File: src/rtl/alu_arb_pkg.sv
// alu_arb_pkg: shared widths, reset pointer and output-register state encoding for the operand arbiter
package alu_arb_pkg;
  localparam int SRC_W = 2;
  localparam int N_REQ = 4;
  localparam logic [SRC_W-1:0] RST_PTR = 2'd3;
  typedef enum logic {ST_EMPTY, ST_FULL} state_e;
endpackage

File: src/rtl/rr_pick4.sv
// rr_pick4: rotate-priority encoder, scans ptr+1 .. ptr+4 (mod 4) for the first valid requester
module rr_pick4
  import alu_arb_pkg::*;
(
  input  logic [N_REQ-1:0] valid_i,
  input  logic [SRC_W-1:0] ptr_i,
  output logic             found_o,
  output logic [SRC_W-1:0] winner_o
);
  logic [N_REQ-1:0] rot;
  logic [SRC_W-1:0] off;
  // rot[j] is requester (ptr+1+j) mod 4
  assign rot = N_REQ'({valid_i, valid_i} >> ({1'b0, ptr_i} + 3'd1));
  assign off = rot[0] ? 2'd0 : rot[1] ? 2'd1 : rot[2] ? 2'd2 : 2'd3;
  assign winner_o = ptr_i + 2'd1 + off;
  assign found_o = |valid_i;
endmodule

File: src/rtl/alu_operand_arbiter.sv
// alu_operand_arbiter: round-robin grant of the shared ALU operand mux into one valid/ready output register.
// Optional ARB_LOCK_EN adds req_lock so a requester can hold the grant; req_data0..3 feed the external mux directly.
module alu_operand_arbiter
  import alu_arb_pkg::*;
#(
  parameter int               DATA_W  = 32,
  parameter logic [SRC_W-1:0] RST_PTR = alu_arb_pkg::RST_PTR
) (
  input  logic              clk,
  input  logic              rst,
  input  logic [N_REQ-1:0]  req_valid,
  output logic [N_REQ-1:0]  req_ready,
  output logic [SRC_W-1:0]  mux_sel,
  input  logic [DATA_W-1:0] mux_y,
`ifdef ARB_LOCK_EN
  input  logic [N_REQ-1:0]  req_lock,
`endif
  output logic              out_valid,
  output logic [DATA_W-1:0] out_data,
  output logic [SRC_W-1:0]  out_src,
  input  logic              out_ready
);
  state_e            state_q, state_d;
  logic [DATA_W-1:0] data_q, data_d;
  logic [SRC_W-1:0]  src_q, src_d, ptr_q, ptr_d, win;
  logic [N_REQ-1:0]  elig;
  logic              found, load;
`ifdef ARB_LOCK_EN
  logic              lock_q, lock_d;
  logic [SRC_W-1:0]  owner_q, owner_d;
  assign elig = lock_q ? req_valid & (N_REQ'(1) << owner_q) : req_valid;
  // A load from the owner re-evaluates its lock; an idle owner releases it
  always_comb begin
    lock_d = load ? req_lock[win] : lock_q && req_valid[owner_q];
    owner_d = load ? win : owner_q;
  end
  always_ff @(posedge clk or posedge rst)
    if (rst) begin
      lock_q <= 1'b0;
      owner_q <= '0;
    end else begin
      lock_q <= lock_d;
      owner_q <= owner_d;
    end
`else
  assign elig = req_valid;
`endif
  rr_pick4 u_pick (
    .valid_i (elig),
    .ptr_i   (ptr_q),
    .found_o (found),
    .winner_o(win)
  );
  assign out_valid = state_q == ST_FULL;
  assign out_data = data_q;
  assign out_src = src_q;
  assign load = !rst && found && (!out_valid || out_ready);
  assign req_ready = load ? N_REQ'(1) << win : '0;
  assign mux_sel = (!rst && found) ? win : '0;
  always_comb begin
    state_d = load ? ST_FULL : out_ready ? ST_EMPTY : state_q;
    data_d = load ? mux_y : data_q;
    src_d = load ? win : src_q;
    ptr_d = load ? win : ptr_q;
  end
  always_ff @(posedge clk or posedge rst)
    if (rst) begin
      state_q <= ST_EMPTY;
      data_q <= '0;
      src_q <= '0;
      ptr_q <= RST_PTR;
    end else begin
      state_q <= state_d;
      data_q <= data_d;
      src_q <= src_d;
      ptr_q <= ptr_d;
    end
endmodule
File: config.mk
export PLATFORM = sky130hd
export DESIGN_NAME = alu_operand_arbiter
export DESIGN_NICKNAME = d
export VERILOG_FILES = /design/src/rtl/alu_arb_pkg.sv /design/src/rtl/rr_pick4.sv /design/src/rtl/alu_operand_arbiter.sv
export SDC_FILE = /design/constraint.sdc
export NUM_CORES = 1
export LEC_CHECK = 0
export BUFFER_PORTS_ARGS = -buffer_cell sky130_fd_sc_hd__buf_2
export CAP_MARGIN = 20
export CORE_MARGIN = 2
export CORE_UTILIZATION = 41
export DETAILED_ROUTE_END_ITERATION = 10
export GPL_TIMING_DRIVEN = 0
export PLACE_DENSITY = 0.76
export SKIP_CTS_REPAIR_TIMING = 1
export SYNTH_ARGS = -nofsm -noshare
export SYNTH_HDL_FRONTEND = slang
export SYNTH_SLANG_ARGS = --single-unit
File: constraint.sdc
create_clock -name clk -period 2.25 [get_ports clk]
set_input_delay 0.45 -clock clk [delete_from_list [all_inputs] [get_ports clk]]
set_output_delay 0.45 -clock clk [all_outputs]
set_load 0.01 [all_outputs]
# Word-level counts from Yosys, hierarchy flattened
# Index checks and enable logic that the tools add are counted.
# op_classes
add_sub_neg	3
n_shift	2
n_mux	7
n_reduce_logical	7
# op_table
op	count
$shr 8x3->3	1
$mux 2	3
$mux 4	1
$reduce_or 4->1	1
$shl 1x2->4 const A	1
$add 2x1->3 const B	1
$mux 1	3
$add 2x1->2 const B	1
$add 2x2->2	1
$logic_and 1x1->1	2
$logic_not 1->1	2
$reduce_bool 2->1	1
$logic_or 1x1->1	1
# totals
regBits	37
in_bits	39
output_inout_bits	41
wordCells	23

# Longest topological paths before layout
# depth
word_depth	8
depth_mapped	9
mapped_depth_nobuf	8

# Cells and area by module
# Synthesis repeated with hierarchy kept, for this count alone.
# unflattened
hier_cells	110
hier_area_um2	1701.6
# modules_own_cells
module	n_inst	cells_each	area_each_um2	seq_area_each_um2
alu_operand_arbiter	1	90	1571.5	928.4
rr_pick4	1	20	130.1	0.0

# Worst setup path after synthesis
# Ideal clock, no wire load.
# synth_timing
path_type	flip-flop to output port
startpoint	register ptr_q[1]
endpoint	output req_ready[1]
arrival_time_ns	1.975
required_time_ns	1.800
path_slack_ns	-0.175
stages_incl_launch_ff	10
n_path_buf	1
cell_sequence	dfstp_2 > buf_2 > nand2b_1 > a21oi_1 > a31oi_1 > a21o_1 > ha_1 > o41ai_1 > o32ai_4 > nor3b_2
# synth_via
elab_chain_cells	8
elab_cells_between_ends	9
classes_between	3 x add/sub; 2 x shift; 4 x mux
# synth_lines
item	line_no	rtl
start: declaration	alu_operand_arbiter.sv:25	logic [SRC_W-1:0] src_q, src_d, ptr_q, ptr_d, win;
start signal: assignment	alu_operand_arbiter.sv:76	ptr_q <= ptr_d;
$add 2x1->3	rr_pick4.sv:13	assign rot = N_REQ'({valid_i, valid_i} >> ({1'b0, ptr_i} + 3'd1));
$shr 8x3->3	rr_pick4.sv:13	
$mux 1	rr_pick4.sv:14	assign off = rot[0] ? 2'd0 : rot[1] ? 2'd1 : rot[2] ? 2'd2 : 2'd3;
$mux 2 (2 in a row)	rr_pick4.sv:14	
$add 2x2->2 (*)	rr_pick4.sv:15	assign winner_o = ptr_i + 2'd1 + off;
$shl 1x2->4 (*)	alu_operand_arbiter.sv:58	assign req_ready = load ? N_REQ'(1) << win : '0;
$mux 4 (*)	alu_operand_arbiter.sv:58	
end: declaration	alu_operand_arbiter.sv:12	output logic [N_REQ-1:0] req_ready,
# Every way passes the cells marked *; elsewhere a longest branch is shown, timed or not.

# Final worst setup path
# Same ends and word-level chain as after synthesis.

==> impl_table.tex <==
\begin{tabular}{lr}
\hline
Metric & Value \\
\hline
\multicolumn{2}{l}{\textbf{Status}} \\
\quad Result of the run & finished with violations \\
\quad Failing checks & negative setup slack \\
\multicolumn{2}{l}{\textbf{Floorplan}} \\
\quad Placeable core region & 3740 um\^{}2 \\
\quad Number of cell rows & 22 \\
\quad Initial core utilization & 0.433 \\
\quad Die footprint & around 4500 um\^{}2 \\
\quad Die extent in x & 66.9 um \\
\quad Height of the die & approximately 67 um \\
\quad I/O pin cnt & 80 \\
\multicolumn{2}{l}{\textbf{Route}} \\
\quad Avg Vias per Cell & 4.64 \\
\quad Top metal layer carrying routed signals & met4 \\
\quad Post-route ant nets & 0 \\
\quad Total routed wire length on the met1 layer & 1640 um \\
\quad Met3 wire length & 201 um \\
\quad Per-cell routed wire length & between 10 and 15 um \\
\quad Violation count after the first detailed-routing iteration & 83 \\
\quad Number of design rule violations left after detail routing & 0 \\
\quad Routed wire length & 3730 um \\
\quad Number of iterations in the first detailed-routing pass & 4 \\
\quad Vias & 1,509 \\
\quad Length of routed met2 wiring & 1860 um \\
\multicolumn{2}{l}{\textbf{Worst setup path}} \\
\quad Cell chain of the critical path & buf\_6 -> nand2b\_4 -> a21oi\_2 -> a31oi\_1 -> a21o\_1 -> ha\_4 -> o41ai\_4 -> o32ai\_4 -> nor3b\_4 -> buf\_2 \\
\quad Reg-to-reg startpoint & ptr\_q[1] \\
\quad Worst Path Max Fanout & 8 \\
\quad Cells on worst reg2reg path & 10 \\
\quad Worst EP required & 1800 ps \\
\quad Critical Path Sink Type & primary output \\
\quad Arrival time of the worst setup path & 2430 ps \\
\quad Slack of the worst reg-to-reg path & 160 ps \\
\quad Critical path startpoint category & flop \\
\quad Max stage delay cell, worst path & dfstp\_2 \\
\quad R2r endpoint & out\_src[1] \\
\quad Longest individual stage delay on the worst path & 530 ps \\
\quad Setup CP Type & flop to primary output \\
\multicolumn{2}{l}{\textbf{Timing}} \\
\quad Measured slew at the worst slew-check pin & 743 ps \\
\quad Final setup violation count & 6 \\
\quad Final cycle utilization of the critical path & 1.28 \\
\quad Final critical delay including setup and external delays & about 2900 ps \\
\quad Max Slew Vio Count & 0 \\
\quad Post-route clock skew & 9.15 ps \\
\quad Setup repair after global routing missed its margin & yes \\
\quad Relative slew slack & 0.504 \\
\quad Final-report hold violation count & 0 \\
\quad Fmax & about 350 MHz \\
\quad Final worst slack & -633 ps \\
\multicolumn{2}{l}{\textbf{Final layout}} \\
\quad Final nets & 317 \\
\quad Number of fillers in the final layout & 363 \\
\quad Post-layout util & 0.621 \\
\quad Final Instance Count excl. Fillers & 325 \\
\quad Inserted Diodes & 0 \\
\quad Fraction of final layout cells with drive strength greater than 1 & 0.404 \\
\quad Synth-to-Final Area Change & 43.2\% \\
\multicolumn{2}{l}{\textbf{Synthesis}} \\
\quad Main area contributors after synthesis & dfrtp\_1 54\%, nand2\_1 23\%, dfstp\_2 3.2\% \\
\quad Count of flip-flops with a built-in enable after synthesis & 0 \\
\quad Synth Register Bits & 37 \\
\quad Yosys Warn Count & 0 \\
\quad Number of library cell types mapped by synthesis & 27 \\
\quad Synth Cell Area & 1620 um\^{}2 \\
\quad Synth Area per Inst & 8.87 um\^{}2 \\
\quad Synthesized netlist net count & 224 \\
\quad Async set-reset flop share out of synthesis & 1.00 \\
\quad Sequential share of the synthesized area & 0.572 \\
\quad Leading register cell type out of synthesis & dfrtp\_1 \\
\quad Fraction of post-synthesis cell area in the top cell type by area & 0.540 \\
\quad Cell count after synthesis & 183 \\
\quad Leading area contributor after synthesis & dfrtp\_1 \\
\multicolumn{2}{l}{\textbf{CTS}} \\
\quad Worst skew pair latency & 280 ps \\
\quad Num Clock Sinks & 37 \\
\quad CTS tree & built \\
\quad Total CTS buffers & 5 \\
\quad Number of levels the H-tree was split into & 2 \\
\quad Max Root-Sink Buffers & 2 \\
\quad Clock-pin slew of the registers on the worst-case setup and hold paths & 80 ps \\
\quad CTS root buf & clkbuf\_8 \\
\multicolumn{2}{l}{\textbf{Placed design}} \\
\quad Final RePlAce weighted congestion & 0.697 \\
\quad IO Port Bufs & 79 \\
\quad Placed wire-length estimate & 2790 um \\
\quad Worst-case setup slack after placement & -408 ps \\
\quad \# placed instances & 311 \\
\multicolumn{2}{l}{\textbf{Pwr}} \\
\quad PD cells & 985 nW/um\^{}2 \\
\quad Leak Pwr & 1.31 nW \\
\quad Maximum VDD drop & 496 uV \\
\multicolumn{2}{l}{\textbf{Global routing}} \\
\quad First-pass GRT wire length & between 5000 and 6000 um \\
\quad Overall Global Routing Usage & 0.177 \\
\quad Maximum number of pins on one net before global-route repair & 21 \\
\quad Number of antenna violations at the first check in global routing & 0 \\
\quad Number of global-route vias before repair & 1,412 \\
\quad Total global routing overflow & 0 \\
\multicolumn{2}{l}{\textbf{Run}} \\
\quad Max cap viols & 0 \\
\multicolumn{2}{l}{\textbf{Hold path}} \\
\quad Worst hold path class & input port to async pin \\
\hline
\end{tabular}
-- worst max-delay path: cells and delay by family, from the launching register on --
family                   cells  cell delay (ps)
AO/OA/AOI/OAI                5              810
adder cells (fa/ha/maj)      1              150
buffers and inverters        2              280
flip-flops                   1              530
AND/OR/NAND/NOR              2              370
-- cells by family (layout without fill, tap and decap cells) --
| logic type | after synthesis | in the layout | share of synthesized area |
|---|---|---|---|
| DFF | 37 | 37 | 0.572 |
| AOI/OAI and AO/OA | 13 | 13 | 0.0648 |
| buffers and inverters | 11 | 105 | 0.0293 |
| adders and majority gates | 2 | 2 | 0.0154 |
| and+or+nand+nor | 119 | 119 | 0.305 |
| muxes | 1 | 1 | 0.0139 |
-- cell usage after synthesis (2+ instances only) --
master and number:
nand2_1 100, dfrtp_1 35, nor2_1 6, clkbuf_1 5, a21oi_1 3, inv_1 3, nand2b_1 3, nor2b_1 3
buf_2 2, dfstp_2 2, ha_1 2, o21a_1 2, o21ai_1 2, or3_1 2
-- worst max path at each step --
stage | startpoint | end | slack, ps | depth (start not counted)
2_1_floorplan | ptr_q[1] | req_ready[1] | -100 | 9
3_3_place_gp | req_valid[1] | req_ready[1] | -350 | 10
3_5_place_dp | ptr_q[1] | req_ready[1] | -410 | 10
4_1_cts | ptr_q[1] | req_ready[1] | -730 | 10
5_1_grt | ptr_q[1] | req_ready[1] | -740 | 9
6_report | ptr_q[1] | req_ready[1] | -630 | 10
-- final cells by class --
| type | instances | area (um^2) | area share |
|---|---|---|---|
| Sequential cell | 37 | 928 | 0.400 |
| Clock buffer | 7 | 96.3 | 0.0415 |
| Buffer | 8 | 42.5 | 0.0183 |
| Tap cell | 48 | 60.1 | 0.0258 |
| Timing Repair Buffer | 86 | 474 | 0.204 |
| Inverter | 3 | 11.3 | 0.00485 |
| Multi-Input combinational cell | 135 | 706 | 0.304 |
| Clock inverter | 1 | 5.00 | 0.00215 |
-- per-layer routing --
metal / vias up / GRT usage
li1: 762 / -
met1: 692 / 0.215
met2: 51 / 0.311
met3: 4 / 0.0456
met4: 0 / 0.0459
met5: - / 0
-- state kept, by name, summed over array words and instances (netlist names) --
| register | count |
|---|---|
| out_valid | 1 |
| out_data | 32 |
| out_src | 2 |
| ptr_q | 2 |
-- report_power, final --
| part | switching, mW | internal [mW] | total [mW] |
|---|---|---|---|
| clock | 0.219 | 0.277 | 0.496 |
| combinational | 0.463 | 0.457 | 0.921 |
| sequential | 0.0729 | 0.798 | 0.871 |
| total | 0.756 | 1.53 | 2.29 |
-- metrics by stage --
stage          hold slack, ps  power, mW  setup TNS (ps)  instance area [um^2]
3_3_place_gp              454       1.62           -1140                  2110
2_1_floorplan             510       1.38            -180                  1660
5_1_grt                   348       2.44           -3510                  2320
6_report                  316       2.29           -2910                  2320
4_1_cts                   334       2.15           -3130                  2240
3_5_place_dp              461       1.65           -1390                  2140
-- placed cells by master (no fill, tap or decap), types with 2 or more instances in the layout --
cell type	instances
dfrtp_1	35
o21a_1	2
inv_1	2
buf_4	7
buf_6	2
nor2b_1	2
buf_2	79
clkbuf_8	7
o21ai_1	2
nand2_1	100
clkbuf_1	5
dfstp_2	2
a21oi_1	2
nand2b_1	2
or3_1	2
nor2_1	5
(Power assumes the default switching activity.)
